===== src/rtl/da_pkg.sv =====
// Shared definitions for the distributed-arithmetic shift accumulator.
package da_pkg;

  localparam int DA_DATA_W = 16;
  localparam int DA_LUT_W  = 20;
  localparam int DA_ACC_W  = 32;

  typedef enum logic [1:0] {
    IDLE  = 2'd0,
    ACCUM = 2'd1,
    DONE  = 2'd2
  } da_acc_state_t;

  // Sign-extend a LUT partial sum to accumulator width.
  function automatic logic [DA_ACC_W-1:0] da_sext(input logic [DA_LUT_W-1:0] v);
    return {{(DA_ACC_W-DA_LUT_W){v[DA_LUT_W-1]}}, v};
  endfunction

endpackage


===== src/rtl/da_bit_counter.sv =====
// Down-counter selecting the current sample bit; rests at N-1 and reloads
// there on load, so the next pass always begins at the sign bit.
module da_bit_counter #(
  parameter  int N = 16,
  localparam int W = $clog2(N)
) (
  input  logic         clk,
  input  logic         rst,
  input  logic         load_i,
  input  logic         en_i,
  output logic [W-1:0] cnt_o,
  output logic         tc_o
);

  logic [W-1:0] cnt_q;

  // Reload to the MSB position on reset/load, otherwise count down when enabled.
  always_ff @(posedge clk) begin
    if (rst || load_i) cnt_q <= W'(N-1);
    else if (en_i)     cnt_q <= cnt_q - 1'b1;
  end

  assign cnt_o = cnt_q;
  assign tc_o  = (cnt_q == '0);

endmodule


===== src/rtl/da_shift_accumulator.sv =====
// Bit-serial, MSB-first scale accumulator for the DA FIR datapath.
// Optional overflow reporting is enabled by defining DA_ACC_OVF_EN.
module da_shift_accumulator
  import da_pkg::*;
#(
  parameter  int DATA_W = DA_DATA_W,
  parameter  int LUT_W  = DA_LUT_W,
  parameter  int ACC_W  = DA_ACC_W,
  localparam int IDX_W  = $clog2(DATA_W)
) (
  input  logic             clk,
  input  logic             rst,
  input  logic             start,
  input  logic [LUT_W-1:0] lut_data,
  output logic [IDX_W-1:0] bit_idx,
  output logic             busy,
  output logic [ACC_W-1:0] sum_out,
  output logic             sum_valid
`ifdef DA_ACC_OVF_EN
  ,
  output logic             ovf
`endif
);

  da_acc_state_t    state_q;
  logic [ACC_W-1:0] acc_q, acc_d;
  logic [ACC_W-1:0] lut_ext, shifted, added, negated;
  logic             sign_step, last_bit, in_accum;

  assign in_accum  = (state_q == ACCUM);
  assign sign_step = (bit_idx == IDX_W'(DATA_W-1));
  assign lut_ext   = da_sext(lut_data);
  assign shifted   = acc_q << 1;
  assign added     = shifted + lut_ext;
  assign negated   = '0 - lut_ext;

  // Bit index walks DATA_W-1 down to 0 while accumulating, then reloads.
  da_bit_counter #(.N(DATA_W)) u_bit_counter (
    .clk    (clk),
    .rst    (rst),
    .load_i (in_accum && last_bit),
    .en_i   (in_accum),
    .cnt_o  (bit_idx),
    .tc_o   (last_bit)
  );

  // Sign bit carries negative weight, so it restarts the sum as its negation.
  always_comb begin
    acc_d = added;
    if (sign_step) acc_d = negated;
  end

`ifdef DA_ACC_OVF_EN
  logic flag_q, flag_d;
  logic sub_ovf, shift_ovf, add_ovf;

  // 0 - L overflows only when L is the most negative value.
  assign sub_ovf   = lut_ext[ACC_W-1] & negated[ACC_W-1];
  // Doubling is lossy whenever the top two bits disagree.
  assign shift_ovf = acc_q[ACC_W-1] ^ acc_q[ACC_W-2];
  assign add_ovf   = (shifted[ACC_W-1] == lut_ext[ACC_W-1]) &&
                     (added[ACC_W-1]   != shifted[ACC_W-1]);

  // Sticky flag restarts on the sign-bit step of each pass.
  always_comb begin
    flag_d = flag_q | shift_ovf | add_ovf;
    if (sign_step) flag_d = sub_ovf;
  end

  // Overflow flag register, updated only while accumulating.
  always_ff @(posedge clk) begin
    if (rst)           flag_q <= 1'b0;
    else if (in_accum) flag_q <= flag_d;
  end

  assign ovf = (state_q == DONE) & flag_q;
`endif

  // Control FSM and accumulator; start is only honoured in IDLE and DONE.
  always_ff @(posedge clk) begin
    if (rst) begin
      state_q <= IDLE;
      acc_q   <= '0;
    end else begin
      unique case (state_q)
        IDLE: if (start) state_q <= ACCUM;
        ACCUM: begin
          acc_q <= acc_d;
          if (last_bit) state_q <= DONE;
        end
        DONE:    state_q <= start ? ACCUM : IDLE;
        default: state_q <= IDLE;
      endcase
    end
  end

  assign busy      = in_accum;
  assign sum_valid = (state_q == DONE);
  assign sum_out   = acc_q;

endmodule


===== config.mk =====
export PLATFORM = sky130hd
export DESIGN_NAME = da_shift_accumulator
export DESIGN_NICKNAME = d
export VERILOG_FILES = /design/src/rtl/da_pkg.sv /design/src/rtl/da_bit_counter.sv /design/src/rtl/da_shift_accumulator.sv
export SDC_FILE = /design/constraint.sdc
export NUM_CORES = 1
export LEC_CHECK = 0
export ABC_AREA = 1
export CORE_MARGIN = 8
export CORE_UTILIZATION = 50
export DETAILED_ROUTE_END_ITERATION = 12
export PLACE_DENSITY = 0.77
export SYNTH_ARGS = -nofsm -noshare
export SYNTH_HDL_FRONTEND = slang
export SYNTH_SLANG_ARGS = --single-unit

===== constraint.sdc =====
create_clock -name clk -period 2 [get_ports clk]
set_clock_uncertainty 0.15 [all_clocks]
set_input_delay 0.4 -clock clk [delete_from_list [all_inputs] [get_ports clk]]
set_output_delay 0.4 -clock clk [all_outputs]
set_load 0.02 [all_outputs]

==> qor.csv, run 1 <==
metric,value,unit
status,finished with violations,
violations,setup timing,
setup_slack,-0.0530,ns
hold_viol_final,0,
arrival,2.10,ns
power_density,549,nW/um^2
endpoint_kind,flop,
maxSlewHeadroom,76.0,%
numCtsBuffers,5,
synth-seq-cells,38,
synth-edff-count,0,
synth.yosys.seq_area_share,17.2,%
crit_type,reg -> reg,
min_period,2.05,ns
ctsHoldBuffers,0,
finalNetCount,992,
grt_max_degree,52,
ant_nets,0,
yosysMostFrequentCell,nand2_1,
start_kind,flop,
period_share,103,%
overflow,0,
clockBufferDepth,2,
ios,61,
first_global_vias,5358,
yosysUniqueCellTypes,39,
grt_usage,26.5,%
r2r_cells,13,
dieArea,12100,um^2
fill_cells,638,
antenna_cells,0,
cts_root_buf,clkbuf_8,
finalPower,0.00369,W
min_to,sum_out[0],
start_util,51.2,%
wl_per_cell,16.2,um
min-delay-path-class,in -> reg,
die_h,110,um
cp_max_fo,4,
core,8640,um^2
r2r_slack,-0.05,ns
drcViolationCount,0,
worstPathRequired,2.05,ns
p_leak,3.48,nW
area_growth_syn_to_layout,52.3,%
vias_per_cell,5.53,
io_buffers,60,
grt_pass1_wl,25500,um
dr.pass1.iters,6,
antenna_found_initial,0,
yosys_warnings,0,
gp_congestion,0.958,
syn_inst,773,
cts.htree.levels,2,
clk_latency,0.31,ns
drt_iter0_markers,542,
tritoncts,yes,
synth_area,4420,um^2
peakVddDrop,0.404,mV
rows,34,
tightest_slew,0.357,ns
yosys.area.top_type,nand2_1,
r2r_end,sum_out[13],
holdPathStages,4,
layout-drive-gt1-share,31.0,%
min-delay-start,lut_data[0],
hold_slack,0.378,ns
avgSynthCellArea,5.72,um^2
mappedNetlistNets,830,
synth_ff_type,dfxtp_1,
synth_common_cells,"232 x nand2_1, 143 x inv_1, 68 x nand3_1",
place_hpwl,11900,um
fmax,0.487,GHz
vias,5773,
setup_viol,4,
synthArstFlopShare,0,%
rsz0062_at_grt,true,
synthTopCellsByArea,"nand2_1 20%, dfxtp_1 17%, inv_1 12%",
synth_top_area_share,19.7,%
slew_viol_final,0,
r2r_start,sum_out[0],
cts.clk_slew.worst_paths,0.08,ns
numClockSinks,38,
die_x,110,um
wirelength,17000,um
maxCapViolCount,0,
metal layers:
metal	share of wire, %	track usage, %	wire length, um	up-vias
met5	0	0	0	-
met4	2.6	7.04	448	0
met3	9.9	3.43	1680	51
met2	46	44.0	7750	320
met1	42	35.4	7080	2637
li1	-	-	-	2765
how the worst max path moves through the flow:
stage / slack [ns] / end / from
final: -0.05 / sum_out[13] / sum_out[0]
after global routing: -0.1 / sum_out[17] / sum_out[0]
after CTS: 0.002 / sum_out[10] / sum_out[10]
after detailed placement: -0.72 / sum_out[29] / lut_data[1]
after global placement: -0.66 / sum_out[29] / lut_data[1]
after floorplan: 0.002 / sum_out[17] / lut_data[1]
cell usage in the layout (no fill, tap or decap), types with 7 or more instances in the layout:
cell	netlist	final
nand3_2	6	16
dlygate4sd2_1	0	13
nor2_2	10	14
clkdlybuf4s50_1	0	32
nor2_1	55	42
a21oi_2	12	23
buf_4	0	104
o21ai_0	44	42
a21oi_1	45	34
dfxtp_1	38	22
nor2_4	2	11
inv_1	143	138
nand3_1	68	57
ha_4	0	27
nand2_4	0	8
dfxtp_2	0	14
nand2_1	232	210
a31oi_1	7	7
nand2_2	13	27
sequential cells by signal, indices dropped and copies added (netlist names):
| register | count |
|---|---|
| state_q | 2 |
| sum_out | 32 |
| u_bit_counter.cnt_o | 4 |
critical path, stage by stage, from the launching register on:
cell and delay [ns]:
dfxtp_4 0.36, ha_4 0.12, inv_2 0.03, fa_2 0.38, inv_2 0.08, nand3_2 0.09, nand3_4 0.10, nand3_2 0.08
nand3_2 0.14, a21oi_1 0.10, o21ai_1 0.09, nand3_1 0.09, nand2_1 0.09, inv_1 0.04
where the power goes:
group          internal, W  total, W  switching, W  leakage, nW
registers         0.000832  0.000921     0.0000883        0.320
clock network     0.000373  0.000707      0.000335       0.0547
logic             0.000908   0.00207       0.00116         3.11
total              0.00211   0.00369       0.00158         3.48
layout make-up:
| cell class | instances | area [um^2] | area share (%) |
|---|---|---|---|
| clock buffers | 5 | 68.8 | 1.02 |
| clock inverters | 3 | 43.8 | 0.651 |
| inverters | 146 | 553 | 8.22 |
| multi-input cells | 573 | 3660 | 54.4 |
| flip-flops and latches | 38 | 786 | 11.7 |
| well taps | 108 | 135 | 2.01 |
| repair buffers | 171 | 1480 | 22.0 |
cell families after synthesis:
group | Yosys count | synth area share, %
fa+ha+maj | 34 | 9.80
simple gates | 413 | 41.7
xor+xnor | 7 | 1.39
flops | 38 | 17.2
compound gates | 119 | 15.4
buf+inv | 162 | 14.5
stage by stage:
step / setup slack, ns / utilization (%) / instances / TNS [ns] / instance area (um^2)
global route: -0.0993 / 77.9 / 1044 / -0.652 / 6730
finish: -0.0530 / 77.9 / 1044 / -0.133 / 6730
global placement: -0.657 / 68.1 / 1026 / -14.92 / 5880
CTS: 0.00241 / 74.0 / 1038 / 0 / 6390
floorplan: 0.00181 / - / 773 / 0 / 4440
detailed placement: -0.716 / 68.1 / 1026 / -16.08 / 5880
timing repair:
action                     CTS  global route
pin swaps                    7            24
resized for setup           74           106
setup endpoints to repair   29            32
gates cloned                 1             0
buffers inserted             3             6
Note: power is estimated with default switching activity, not from simulation.
==> inputs of run 2 (changes only) <==
CELL_PAD_IN_SITES_DETAIL_PLACEMENT = 0   (was default)
CELL_PAD_IN_SITES_GLOBAL_PLACEMENT = 1   (was default)
CORE_UTILIZATION = 35   (was 50)
PLACE_DENSITY = default   (was 0.77)
PLACE_DENSITY_LB_ADDON = 0.1   (was default)
TNS_END_PERCENT = 100   (was default)
==> run 2 against run 1 <==
The flow now finishes without violations; sequential cell count is the same; clock power increased by 24%; combinational power is 6% higher.
==> qor.csv, run 2 (synthesis results as in run 1) <==
metric,value,unit
status,completed,
dr.pass1.iters,5,
cp_cell_sequence,ha_4 -> inv_2 -> fa_2 -> inv_2 -> nand3_2 -> nand3_4 -> nand2_2 -> nand2_2 -> buf_6 -> nand2_4 -> nand4_1 -> nand3_2 -> a21oi_2,
crit_slowest_cell,dfxtp_4,
tightest_slew,0.471,ns
endpoint_kind,flop,
gr-usage-met1,30.6,%
use_met2,33.6,%
overflow,0,
worstPathRequired,2.09,ns
slew_viol_final,0,
cts.htree.levels,2,
die_h,128,um
arrival,2.07,ns
cts_root_buf,clkbuf_16,
wirelength,18000,um
rows,41,
grt_max_degree,32,
cts.clk_slew.worst_paths,0.06,ns
hold_viol_final,0,
drcViolationCount,0,
vias,5629,
io_buffers,60,
drt_iter0_markers,372,
min_to,u_bit_counter.cnt_o[2],
mostFrequentLayoutCell,nand2_1,
r2r_end,sum_out[25],
vias_per_cell,4.95,
maxCapViolCount,0,
first_global_vias,5673,
largest_reg_flops,32,
crit_type,reg -> reg,
grt_usage,21.9,%
area_growth_syn_to_layout,62.2,%
start_kind,flop,
mostFrequentLayoutCells,"199 x nand2_1, 137 x inv_1, 130 x buf_4, 50 x nand3_1, 41 x o21ai_0",
multi_input_area,3780,um^2
min-delay-path-class,reg -> reg,
antenna_found_initial,0,
period_share,99.0,%
ant_nets,0,
numClockSinks,38,
cp_max_fo,3,
peakVddDrop,0.361,mV
cpPeakStageDelay,0.36,ns
clockBufferDepth,2,
wl_per_cell,15.8,um
setup_slack,0.0199,ns
layout-drive-gt1-share,35.8,%
r2r_slack,0.02,ns
numCtsBuffers,5,
p_leak,3.69,nW
setup_viol,0,
busiest_layer,met2,
finalNetCount,1022,
r2r_start,sum_out[0],
dieArea,16500,um^2
place_hpwl,13300,um
clk_latency,0.30,ns
use_met3,4.22,%
tns,0,ns
start_util,35.5,%
min-delay-start,u_bit_counter.cnt_o[2],
fill_cells,1197,
ctsHoldBuffers,0,
tritoncts,yes,
r2r_cells,13,
antenna_cells,0,
ff_latch_area,779,um^2
place_ws,-0.756,ns
fmax,0.505,GHz
maxSlewHeadroom,68.6,%
min_period,1.98,ns
gp_congestion,0.874,
rsz0062_at_grt,true,
power_density,554,nW/um^2
grt_pass1_wl,28500,um
holdPathStages,2,
ios,61,
core,12500,um^2
die_x,128,um
[run 2: cell count changes in the layout (fill, tap and decap cells not counted), moves of 5 or more]
| cell | change |
|---|---|
| buf_4 | +26 |
| nand2_2 | +7 |
| clkbuf_16 | +5 |
| nand2_1 | -11 |
| nand3_2 | +5 |
| nand3_1 | -7 |
[run 2: cell type report]
cell class,instances,area share (%)
Tap cell,172,3.00
Clock buffer,7,1.99
Sequential cell,38,10.9
Inverter,146,7.66
Multi-Input combinational cell,573,52.8
Timing Repair Buffer,201,23.6
Clock inverter,1,0.0698
[run 2: worst max path at each step]
stage / from / to / slack, ns
2_1_floorplan: lut_data[1] / sum_out[17] / 0.002
3_3_place_gp: lut_data[19] / sum_out[30] / -0.72
3_5_place_dp: lut_data[1] / sum_out[29] / -0.76
4_1_cts: sum_out[12] / sum_out[12] / 0.00004
5_1_grt: sum_out[0] / sum_out[17] / -0.09
6_report: sum_out[0] / sum_out[25] / 0.02
[run 2: layer usage]
layer  part of all wire (%)  vias to the layer above  wire length [um]
met5                      0                        -                 0
met4                    1.2                        0               211
met3                    6.7                       12              1210
met2                     45                      148              7990
met1                     48                     2631              8550
li1                       -                     2838                 -
[run 2: where the power goes]
| group | switching, W | internal, W |
|---|---|---|
| clock network | 0.000380 | 0.000497 |
| logic | 0.00121 | 0.000981 |
| registers | 0.0000780 | 0.000832 |
| total | 0.00167 | 0.00231 |
[run 2: what timing repair did]
action | in CTS | in global routing
setup buffers | 14 | 7
pin swaps | 38 | 50
gates cloned | 1 | 0
resized for setup | 113 | 112
endpoints found under the hold margin | 0 | 0
setup endpoints to repair | 28 | 35
[run 2: critical path: cells and delay by family, from the launching register on]
kind | cells | cell delay (ns)
DFF | 1 | 0.36
and+or+nand+nor | 7 | 0.54
buffers and inverters | 3 | 0.23
adders and majority gates | 2 | 0.48
AOI/OAI and AO/OA | 1 | 0.13
[run 2: through the flow]
stage	hold WS (ns)	instance area [um^2]	power, W	cells	util, %
after floorplan	0.356	4440	0.00188	773	-
after global placement	0.354	6090	0.00269	1109	48.9
after detailed placement	0.371	6090	0.00270	1109	48.9
after CTS	0.383	6870	0.00384	1131	55.1
after global routing	0.399	7170	0.00422	1138	57.5
final	0.377	7170	0.00397	1138	57.5
==> inputs of run 3 (changes only) <==
CELL_PAD_IN_SITES_DETAIL_PLACEMENT = 1   (was 0)
==> run 3 against run 2 <==
The flow now finishes with violations (setup timing); register-to-register slack worse by 0.07 ns; global-route usage is 4.1 points higher; fmax is 3.6% lower; critical endpoint is now sum_out[17]; highest routed layer unchanged.
==> qor.csv, run 3 (synthesis results as in run 1) <==
metric,value,unit
io_buffers,60,
dr.pass1.iters,5,
cp_cell_sequence,ha_4 -> inv_2 -> fa_2 -> inv_2 -> nand3_2 -> nand3_4 -> nand2_4 -> nand2_4 -> nand3_2 -> nand2_1 -> nand2_1 -> nand3_2 -> nand3_2 -> nand2_2 -> inv_2,
largest_reg_flops,32,
cts_root_buf,clkbuf_16,
worst_path_most_repeated_cell,nand3_2,
dr.max_layer_used,met4,
r2r_start,sum_out[0],
start_kind,flop,
worstPathRequired,2.05,ns
vias,6175,
overflow,0,
crit_type,reg -> reg,
die_h,128,um
met1_length,10200,um
ctsHoldBuffers,0,
power.clock.fraction,21.0,%
drcViolationCount,0,
area_growth_syn_to_layout,66.3,%
antenna_cells,0,
path_buf_inv,3,
maxSlewHeadroom,70.6,%
core,12500,um^2
peakVddDrop,0.333,mV
maxCapViolCount,0,
die_x,128,um
rsz0062_at_grt,true,
tns,-0.372,ns
mostFrequentLayoutCell,nand2_1,
crit_slowest_cell,dfxtp_4,
numClockSinks,38,
grt_usage,26.0,%
switching_power,0.00188,W
start_util,35.5,%
place_hpwl,15300,um
p_int,0.00235,W
rows,41,
violations,setup timing,
mostFrequentLayoutCells,"181 x nand2_1, 134 x inv_1, 125 x buf_4, 49 x nand3_1, 47 x nand2_2",
min_period,2.05,ns
endpoint_kind,flop,
status,finished with violations,
critPathTopFamily,simple AND/OR/NAND/NOR gates,
r2r_end,sum_out[17],
cts.htree.levels,2,
slew_viol_final,0,
vias_per_cell,5.45,
p_comb_share,57.2,%
antenna_found_initial,0,
ios,61,
clk_latency,0.31,ns
pwr-share-seq,21.8,%
fin_util,58.9,%
cpPeakStageDelay,0.36,ns
grt_max_degree,32,
r2r_cells,15,
fmax,0.487,GHz
drt_iter0_markers,415,
tritoncts,yes,
first_global_vias,6496,
min-delay-path-class,reg -> reg,
period_share,103,%
numCtsBuffers,5,
finalNetCount,1017,
cts.clk_slew.worst_paths,0.06,ns
grt_pass1_wl,33600,um
wl_met2,11800,um
hold_viol_final,0,
arrival,2.11,ns
r2r_slack,-0.05,ns
wl_per_cell,21.3,um
tightest_slew,0.441,ns
setup_viol,14,
layout-drive-gt1-share,38.1,%
holdPathStages,2,
ant_nets,0,
clockBufferDepth,2,
swShare,44.4,%
cp_max_fo,4,
wirelength,24200,um
min-delay-start,u_bit_counter.cnt_o[1],
setup_slack,-0.0549,ns
gp_congestion,0.874,
power_density,576,nW/um^2
dr_wl_met3,1360,um
min_to,u_bit_counter.cnt_o[1],
p_leak,3.74,nW
dieArea,16500,um^2
run 3: cell count changes in the layout (fill, tap and decap cells not counted), sizes merged:
cell,before,now
clkbuf,17,16
buf,142,136
dlygate4sd2,12,13
inv,145,144
clkinvlp,0,1
clkdlybuf4s15,1,5
clkdlybuf4s50,30,26
dlymetal6s2s,6,7
run 3: timing repair:
action,CTS,global route
endpoints found under the setup margin,29,32
buffers inserted,8,7
pin swaps,28,52
gates cloned,2,0
gates resized for setup,139,132
run 3: cell type report:
class                      count  area, um^2
inverter                     146         553
multi-input combinational    573        3950
fill                        1639        5120
timing repair buffer         196        1700
clock inverter                 1        5.00
tap                          172         215
clock buffer                   7         143
sequential                    38         781
run 3: routing by layer:
metal / GRT usage, % / vias up
met5: 0 / -
met4: 6.99 / 0
met3: 5.01 / 78
met2: 44.9 / 205
met1: 32.1 / 3073
li1: - / 2819
run 3: power by group through the flow:
stage | logic [W] | registers (W) | clock network (W)
after floorplan | 0.000910 | 0.000972 | 0
after global placement | 0.00179 | 0.000896 | 0
after detailed placement | 0.00185 | 0.000900 | 0
after CTS | 0.00209 | 0.000906 | 0.000905
after global routing | 0.00256 | 0.000925 | 0.000916
final | 0.00242 | 0.000921 | 0.000890
run 3: metrics by stage:
| step | hold WS (ns) | std cells | instance area [um^2] | setup slack (ns) | power [W] |
|---|---|---|---|---|---|
| 2_1_floorplan | 0.356 | 773 | 4440 | 0.00181 | 0.00188 |
| 3_3_place_gp | 0.354 | 1109 | 6090 | -0.723 | 0.00269 |
| 3_5_place_dp | 0.375 | 1109 | 6090 | -0.869 | 0.00275 |
| 4_1_cts | 0.388 | 1126 | 6950 | -0.00158 | 0.00391 |
| 5_1_grt | 0.429 | 1133 | 7350 | -0.172 | 0.00440 |
| 6_report | 0.394 | 1133 | 7350 | -0.0549 | 0.00423 |
run 3: worst max-delay path by stage:
stage | cells past startpoint | slack [ns] | startpoint | end
final | 15 | -0.05 | sum_out[0] | sum_out[17]
after global routing | 14 | -0.17 | sum_out[0] | sum_out[25]
after CTS | 15 | -0.002 | sum_out[0] | sum_out[17]
after detailed placement | 14 | -0.87 | lut_data[19] | sum_out[30]
after global placement | 14 | -0.72 | lut_data[19] | sum_out[30]
after floorplan | 15 | 0.002 | lut_data[1] | sum_out[17]
run 3: worst register-to-register path: cells and delay by family, from the launching register on:
kind / cells / cell delay (ns)
flip-flops: 1 / 0.36
AND/OR/NAND/NOR: 10 / 0.82
adder cells (fa/ha/maj): 2 / 0.48
buffers and inverters: 3 / 0.14
